**config.mk**
```make
export PLATFORM = sky130hd
export DESIGN_NAME = boss_beam_scheduler
export DESIGN_NICKNAME = d
export VERILOG_FILES = /design/src/rtl/boss_beam_scheduler.sv
export SDC_FILE = /design/constraint.sdc
export NUM_CORES = 1
export LEC_CHECK = 0
export BUFFER_PORTS_ARGS = -buffer_cell sky130_fd_sc_hd__buf_2
export CORE_MARGIN = 2
export CORE_UTILIZATION = 50
export DETAILED_ROUTE_END_ITERATION = 10
export PLACE_DENSITY = 0.82
export SLEW_MARGIN = 20
export SYNTH_ARGS = -nofsm -noshare
export SYNTH_HDL_FRONTEND = slang
export SYNTH_SLANG_ARGS = --single-unit
```
**constraint.sdc**
```tcl
create_clock -name frame_clk -period 2.3 [get_ports frame_clk]
set_clock_uncertainty 0.05 [all_clocks]
set_input_delay 0.46 -clock frame_clk [delete_from_list [all_inputs] [get_ports frame_clk]]
set_output_delay 0.46 -clock frame_clk [all_outputs]
set_load 0.005 [all_outputs]
```
**src/rtl/boss_beam_scheduler.sv**
```systemverilog
// Boss beam scheduler: paces beam shots across the four emitter lanes.
// A difficulty-selected cooldown spaces the shots. The preferred lane comes
// from the LFSR, and busy lanes are skipped round-robin. The number of
// concurrent beams is capped, and each shot is handshaked with its emitter.
//
// state    | meaning
// ---------+-------------------------------------------------------------
// IDLE     | no boss on screen, nothing scheduled
// COOLDOWN | counting down the inter-shot delay, then waiting for a free slot
// SELECT   | probing lanes one per frame starting at the LFSR lane
// REQUEST  | fire_req held on the chosen lane until ack or timeout
// FIRED    | one-frame gap after an accepted shot
module boss_beam_scheduler #(
  parameter int CD_EASY     = 511,
  parameter int CD_MED      = 255,
  parameter int CD_HARD     = 63,
  parameter int MAX_HARD    = 2,
  parameter int ACK_TIMEOUT = 7
) (
  input  logic       frame_clk,
  input  logic       Reset,
  input  logic       boss_exists,
  input  logic [2:0] difficulty,
  input  logic [1:0] LFSR_position,
  input  logic [3:0] lane_busy,
  input  logic [3:0] fire_ack,
  output logic [3:0] fire_req,
  output logic [1:0] fire_lane,
  output logic [2:0] active_count,
  output logic [2:0] sched_state,
  output logic [7:0] shot_count,
  output logic       ack_timeout
);

  typedef enum logic [2:0] {
    ST_IDLE     = 3'd0,
    ST_COOLDOWN = 3'd1,
    ST_SELECT   = 3'd2,
    ST_REQUEST  = 3'd3,
    ST_FIRED    = 3'd4
  } state_t;

  state_t     state_q, state_d;
  logic [8:0] cd_q, cd_d, cd_load;
  logic [1:0] cand_q, cand_d;
  logic [1:0] probe_q, probe_d;
  logic [2:0] to_q, to_d;
  logic [3:0] req_d;
  logic [1:0] lane_d;
  logic [7:0] shot_d;
  logic       tmo_d;
  logic [2:0] cap;
  logic [2:0] busy_cnt;

  // Cooldown reload value and beam cap follow the current difficulty.
  always_comb begin
    case (difficulty)
      3'b100:  cd_load = 9'(CD_HARD);
      3'b010:  cd_load = 9'(CD_MED);
      default: cd_load = 9'(CD_EASY);
    endcase
    cap      = (difficulty == 3'b100) ? 3'(MAX_HARD) : 3'd1;
    busy_cnt = {2'b00, lane_busy[0]} + {2'b00, lane_busy[1]}
             + {2'b00, lane_busy[2]} + {2'b00, lane_busy[3]};
  end

  // Next-state and next-output logic. Losing the boss overrides every state.
  always_comb begin
    state_d = state_q;
    cd_d    = cd_q;
    cand_d  = cand_q;
    probe_d = probe_q;
    to_d    = to_q;
    lane_d  = fire_lane;
    shot_d  = shot_count;
    tmo_d   = 1'b0;
    if (!boss_exists) begin
      state_d = ST_IDLE;
    end else begin
      case (state_q)
        ST_IDLE: begin
          state_d = ST_COOLDOWN;
          cd_d    = cd_load;
        end
        ST_COOLDOWN: begin
          if (cd_q != 9'd0) begin
            cd_d = cd_q - 9'd1;
          end else if (active_count < cap) begin
            state_d = ST_SELECT;
            cand_d  = LFSR_position;
            probe_d = 2'd0;
          end
        end
        ST_SELECT: begin
          if (!lane_busy[cand_q]) begin
            state_d = ST_REQUEST;
            lane_d  = cand_q;
            to_d    = 3'd0;
          end else begin
            cand_d = cand_q + 2'd1;
            if (probe_q == 2'd3) begin
              // Every lane was busy: re-check the cap on the next frame.
              state_d = ST_COOLDOWN;
              cd_d    = 9'd0;
            end else begin
              probe_d = probe_q + 2'd1;
            end
          end
        end
        ST_REQUEST: begin
          // An ack in the final frame still counts as a shot.
          if (fire_ack[fire_lane]) begin
            state_d = ST_FIRED;
            shot_d  = shot_count + 8'd1;
          end else if (to_q == 3'(ACK_TIMEOUT - 1)) begin
            state_d = ST_COOLDOWN;
            cd_d    = cd_load;
            tmo_d   = 1'b1;
          end else begin
            to_d = to_q + 3'd1;
          end
        end
        ST_FIRED: begin
          state_d = ST_COOLDOWN;
          cd_d    = cd_load;
        end
        default: state_d = ST_IDLE;
      endcase
    end
    req_d = (state_d == ST_REQUEST) ? (4'b0001 << lane_d) : 4'b0000;
  end

  // FSM state register.
  always_ff @(posedge frame_clk) begin
    if (!Reset) state_q <= ST_IDLE;
    else        state_q <= state_d;
  end

  // Counters and registered outputs.
  always_ff @(posedge frame_clk) begin
    if (!Reset) begin
      cd_q         <= 9'(CD_EASY);
      cand_q       <= 2'd0;
      probe_q      <= 2'd0;
      to_q         <= 3'd0;
      fire_req     <= 4'b0000;
      fire_lane    <= 2'd0;
      shot_count   <= 8'd0;
      ack_timeout  <= 1'b0;
      active_count <= 3'd0;
    end else begin
      cd_q         <= cd_d;
      cand_q       <= cand_d;
      probe_q      <= probe_d;
      to_q         <= to_d;
      fire_req     <= req_d;
      fire_lane    <= lane_d;
      shot_count   <= shot_d;
      ack_timeout  <= tmo_d;
      active_count <= busy_cnt;
    end
  end

  assign sched_state = state_q;

endmodule

```
==> results.ini, run 1 <==
[outcome]
status = finished clean

[cts]
hold_buffers = 0
numCtsBuffers = 5
clkTransAtPathRegs_ps = 80
clock_latency_ps = 290
cts_tree = done
clock_path_buffers = 2
cts_root_buffer = clkbuf_8
cts_num_sinks = 37
cts_max_level = 2

[floorplan]
die_w_um = 68.6
dieHeight_um = 68.6
rows = 23
coreArea_um2 = 4000
initial_core_util = 0.521
die_area_um2 = 4700
ios = 37

[worst_setup_path]
r2r_cells = 5
cp_max_fo = 6
worstSetupEndpointType = flop
crit_path_start_kind = flop
crit_arrival_ps = 2360
crit_type = flop to flop
cp.required_ps = 2460

[sta]
tns_ps = 0
relSlewSlack = 0.608
fmax_ghz = 0.454
hold_violations = 0
finalCriticalPeriod_ps = 2200
period_share = 0.959
rsz0062_at_grt = false
setup_viol_count_final = 0
tightest_slew_ps = 587
final_max_slew_viol_count = 0
fin_ws_ps = 95.3

[placement]
place_ws_ps = -23.1
gp_congestion = 0.847
dp_hpwl_um = 3730
numPortBuffers = 36

[routing]
vias = 2014
drt_first_pass_iters = 4
route.detailed.drc = 0
vias_per_cell = 5.80
drt-initial-drc-count = 108
wl_per_cell_um = 14.8
finalWirelength_um = 5130
ant_nets = 0

[min_path]
worstHoldPathType = flop to flop
whs_path_depth = 2

[logic_synthesis]
postSynthNetCount = 269
synth.avg_cell_area_um2 = 8.58
synth_top_area_cell = dfxtp_1
ys_ff_latch = 37
synthFlopType = dfxtp_1
synth_top_area_frac = 0.355
synthCells = 243
synthesis.area_um2 = 2080
synth_area_leaders = dfxtp_1 36%, nor2_1 5.6%, ha_1 5.4%, mux2i_1 3.8%, nand2_1 3.1%
synth_edf_count = 0
ys_warn_count = 0
yosysUniqueCellTypes = 49
yosysSeqAreaShare = 0.355
synthArstFlopShare = 0

[global_routing]
grt_pass1_vias = 1929
grt_pass1_wl_um = 8490
grt.overflow.total = 0
grt_start_max_net_pins = 13
antenna_found_initial = 0
grt_usage = 0.243

[final_layout]
drive_gt1_frac = 0.263
area_delta_synth_final_pct = 22.7
final_net_count = 323
final_cell_mix = 36 x dfxtp_1, 36 x buf_2, 31 x nor2_1
diodes = 0

[pwr]
p_leak_nw = 1.11
finalPower_w = 0.00134
max-vdd-ir-drop_mv = 0.359
power.density_cell_area_nw_per_um2 = 525

[run]
maxCapViolations = 0

==> per-layer routing <==
layer | track usage | wire length, µm
met3 | 0.0617 | 316
met4 | 0.100 | 99
met5 | 0 | 0
met1 | 0.292 | 2140
met2 | 0.410 | 2570
==> flip-flops by register name, indices dropped and copies added (netlist names), 2 cells and up <==
name and flops:
active_count 3, cand_q 2, cd_q 9, fire_lane 2
fire_req 4, probe_q 2, sched_state 3, shot_count 8
to_q 3
==> layout make-up <==
type	instances	area, µm²
repair buffers	57	338
clock buffers	5	68.8
well taps	50	62.6
multi-input cells	184	1270
inverters	12	45.0
fillers	342	1440
clock inverters	2	35.0
flip-flops and latches	37	742
==> report_power, final <==
part,total [W],leakage (nW),switching (W),internal [W]
registers,0.000659,0.300,0.00000840,0.000650
logic,0.000134,0.754,0.0000728,0.0000611
clock network,0.000550,0.0540,0.000235,0.000315
==> what timing repair did <==
action	CTS	global route
setup buffers	0	1
gates resized for setup	0	3
endpoints found under the setup margin	0	7
==> per-stage QoR <==
stage	cells	area, µm²	hold WS, ps	utilization
floorplan	243	2080	388	-
global placement	339	2440	400	0.610
detailed placement	339	2440	422	0.610
CTS	346	2540	420	0.636
global route	347	2560	448	0.640
finish	347	2560	425	0.640
==> critical path, stage by stage (launching register included) <==
cell,delay [ps]
dfxtp_2,390
mux4_2,590
a211oi_2,300
o32ai_2,170
or3_1,400
nor3b_1,220
==> cells by family after synthesis <==
family | count (synthesis) | synth area share
compound gates | 49 | 0.169
xor+xnor | 8 | 0.0336
fa+ha+maj | 10 | 0.0636
buf+inv | 22 | 0.0402
flops | 37 | 0.355
mux | 12 | 0.0708
simple gates | 105 | 0.268
==> cells in the mapped netlist, types with 4 or more instances <==
cell      instances
mux2i_1           8
clkbuf_1          9
o211ai_1          7
nor3_1            9
ha_1              9
a31oi_1           4
a21oi_1           8
dfxtp_1          37
nand3_1           9
xor2_1            6
nand4_1           4
nand2_1          17
inv_1            12
and4_1            4
nor2_1           31
and2_1            5
nor3b_1           4
o31ai_1           6
o21ai_0          10
==> worst paths after layout <==
| path | from | to | slack [ps] |
|---|---|---|---|
| worst max register to register | cand_q[1]$_SDFFE_PN0P_ | fire_req[1]$_SDFF_PP0_ | 100 |
| worst max-delay path | cand_q[1]$_SDFFE_PN0P_ | fire_req[1]$_SDFF_PP0_ | 100 |
| worst min-delay path | probe_q[1]$_SDFFE_PN0P_ | probe_q[1]$_SDFFE_PN0P_ | 430 |
| worst min register to register | probe_q[1]$_SDFFE_PN0P_ | probe_q[1]$_SDFFE_PN0P_ | 430 |
Note: power is estimated with default switching activity, not from simulation.
==> run 2: changes to the inputs <==
--- a/config.mk
+++ b/config.mk
@@ -6,7 +6,6 @@
 export NUM_CORES = 1
 export LEC_CHECK = 0
 export BUFFER_PORTS_ARGS = -buffer_cell sky130_fd_sc_hd__buf_2
-export CORE_MARGIN = 2
 export CORE_UTILIZATION = 50
 export DETAILED_ROUTE_END_ITERATION = 10
 export PLACE_DENSITY = 0.82
==> results.ini, run 2 (synthesis gave the netlist of run 1 again) <==
[floorplan]
coreArea_um2 = 4000
initial_core_util = 0.521
dieHeight_um = 66.6
ios = 37
die_area_um2 = 4430
rows = 23
die_w_um = 66.6

[final_layout]
final_net_count = 323
final_cell_mix = 36 x dfxtp_1, 36 x buf_2, 31 x nor2_1
area_delta_synth_final_pct = 22.3
reg.largest.list = cd_q x9, shot_count x8, fire_req x4
drive_gt1_frac = 0.259
design_area_um2 = 2550
largest_reg_flops = 9
diodes = 0
regMostFlops = cd_q

[sta]
final_max_slew_viol_count = 0
relSlewSlack = 0.616
setup_viol_count_final = 0
fmax_ghz = 0.451
hold_violations = 0
finalCriticalPeriod_ps = 2220
tightest_slew_ps = 575
period_share = 0.963
rsz0062_at_grt = false
tns_ps = 0

[pwr]
max-vdd-ir-drop_mv = 0.346
p_leak_nw = 1.10
power.density_cell_area_nw_per_um2 = 496

[worst_setup_path]
crit_path_start_kind = flop
crit_slowest_cell = mux4_2
rrSetupSlack_ps = 80
worstSetupEndpointType = flop
crit_arrival_ps = 2390
cp_max_fo = 6
cp_slowest_stage_delay_ps = 580
crit_buf_inv = 1
crit_chain = mux4_2, buf_4, a21oi_4, o32ai_2, or4_1, a21oi_1
cp_top_family = multiplexers
cp.required_ps = 2480
crit_type = flop to flop

[cts]
cts_root_buffer = clkbuf_8
cts_tree = done
clkTransAtPathRegs_ps = 70
post_cts_resized = 0
hold_buffers = 0
post_cts_buffers = 0
cts_max_level = 2
numCtsBuffers = 5
clock_path_buffers = 2
clock_latency_ps = 290
cts_num_sinks = 37

[global_routing]
grt_pass1_vias = 1815
grt_start_max_net_pins = 13
grt_usage = 0.242
grt_pass1_wl_um = 8080
antenna_found_initial = 0
grt.overflow.total = 0

[run]
maxCapViolations = 0

[min_path]
worstHoldPathType = primary input to flop

[routing]
finalWirelength_um = 4870
vias = 1993
drt-initial-drc-count = 76
wl_per_cell_um = 14.0
ant_nets = 0
route.detailed.drc = 0
vias_per_cell = 5.74
drt_first_pass_iters = 4

[placement]
gp_congestion = 0.826
numPortBuffers = 36
dp_hpwl_um = 3650
place_area_um2 = 2450

[outcome]
status = finished clean

run 2: layout make-up:
| class | instances | area, µm² |
|---|---|---|
| clock buffer | 6 | 82.6 |
| clock inverter | 1 | 7.51 |
| fill | 343 | 1450 |
| inverter | 12 | 45.0 |
| multi-input combinational | 184 | 1270 |
| sequential | 37 | 742 |
| tap | 50 | 62.6 |
| timing repair buffer | 57 | 338 |
run 2: worst reg2reg max path, cell delays in order, from the launching register on:
cell	delay (ps)
dfxtp_2	370
mux4_2	580
buf_4	180
a21oi_4	170
o32ai_2	140
or4_1	500
a21oi_1	160
run 2: stage by stage:
step                setup WS (ps)  hold WS [ps]  total power (W)   util  cells
global route                 13.8           445          0.00130  0.637    347
global placement             10.4           401         0.000800  0.612    340
detailed placement          -54.4           418         0.000804  0.612    340
floorplan                    88.9           388         0.000746      -    243
finish                       84.4           429          0.00126  0.637    347
CTS                          48.3           434          0.00126  0.634    347
run 2: power by group:
| group | switching [W] | internal, W | leakage (nW) |
|---|---|---|---|
| Clock | 0.000235 | 0.000237 | 0.0433 |
| Sequential | 0.00000820 | 0.000650 | 0.300 |
| Combinational | 0.0000714 | 0.0000618 | 0.754 |
| Total | 0.000315 | 0.000949 | 1.10 |
run 2: routing by layer:
layer | part of all wire | vias to the layer above | global-route usage
met5 | 0 | - | 0
met4 | 0.018 | 0 | 0.120
met3 | 0.035 | 8 | 0.0548
met2 | 0.51 | 44 | 0.410
met1 | 0.43 | 946 | 0.283
li1 | - | 995 | -
run 2: path summary, 6_finish.rpt:
kind / start / cells after the start / endpoint
worst min-delay path: Reset / 2 / cd_q[7]$_SDFFE_PN1P_
worst max register to register: cand_q[1]$_SDFFE_PN0P_ / 6 / to_q[2]$_SDFFE_PN0P_
worst min register to register: to_q[2]$_SDFFE_PN0P_ / 2 / to_q[2]$_SDFFE_PN0P_
worst max-delay path: cand_q[1]$_SDFFE_PN0P_ / 6 / to_q[2]$_SDFFE_PN0P_
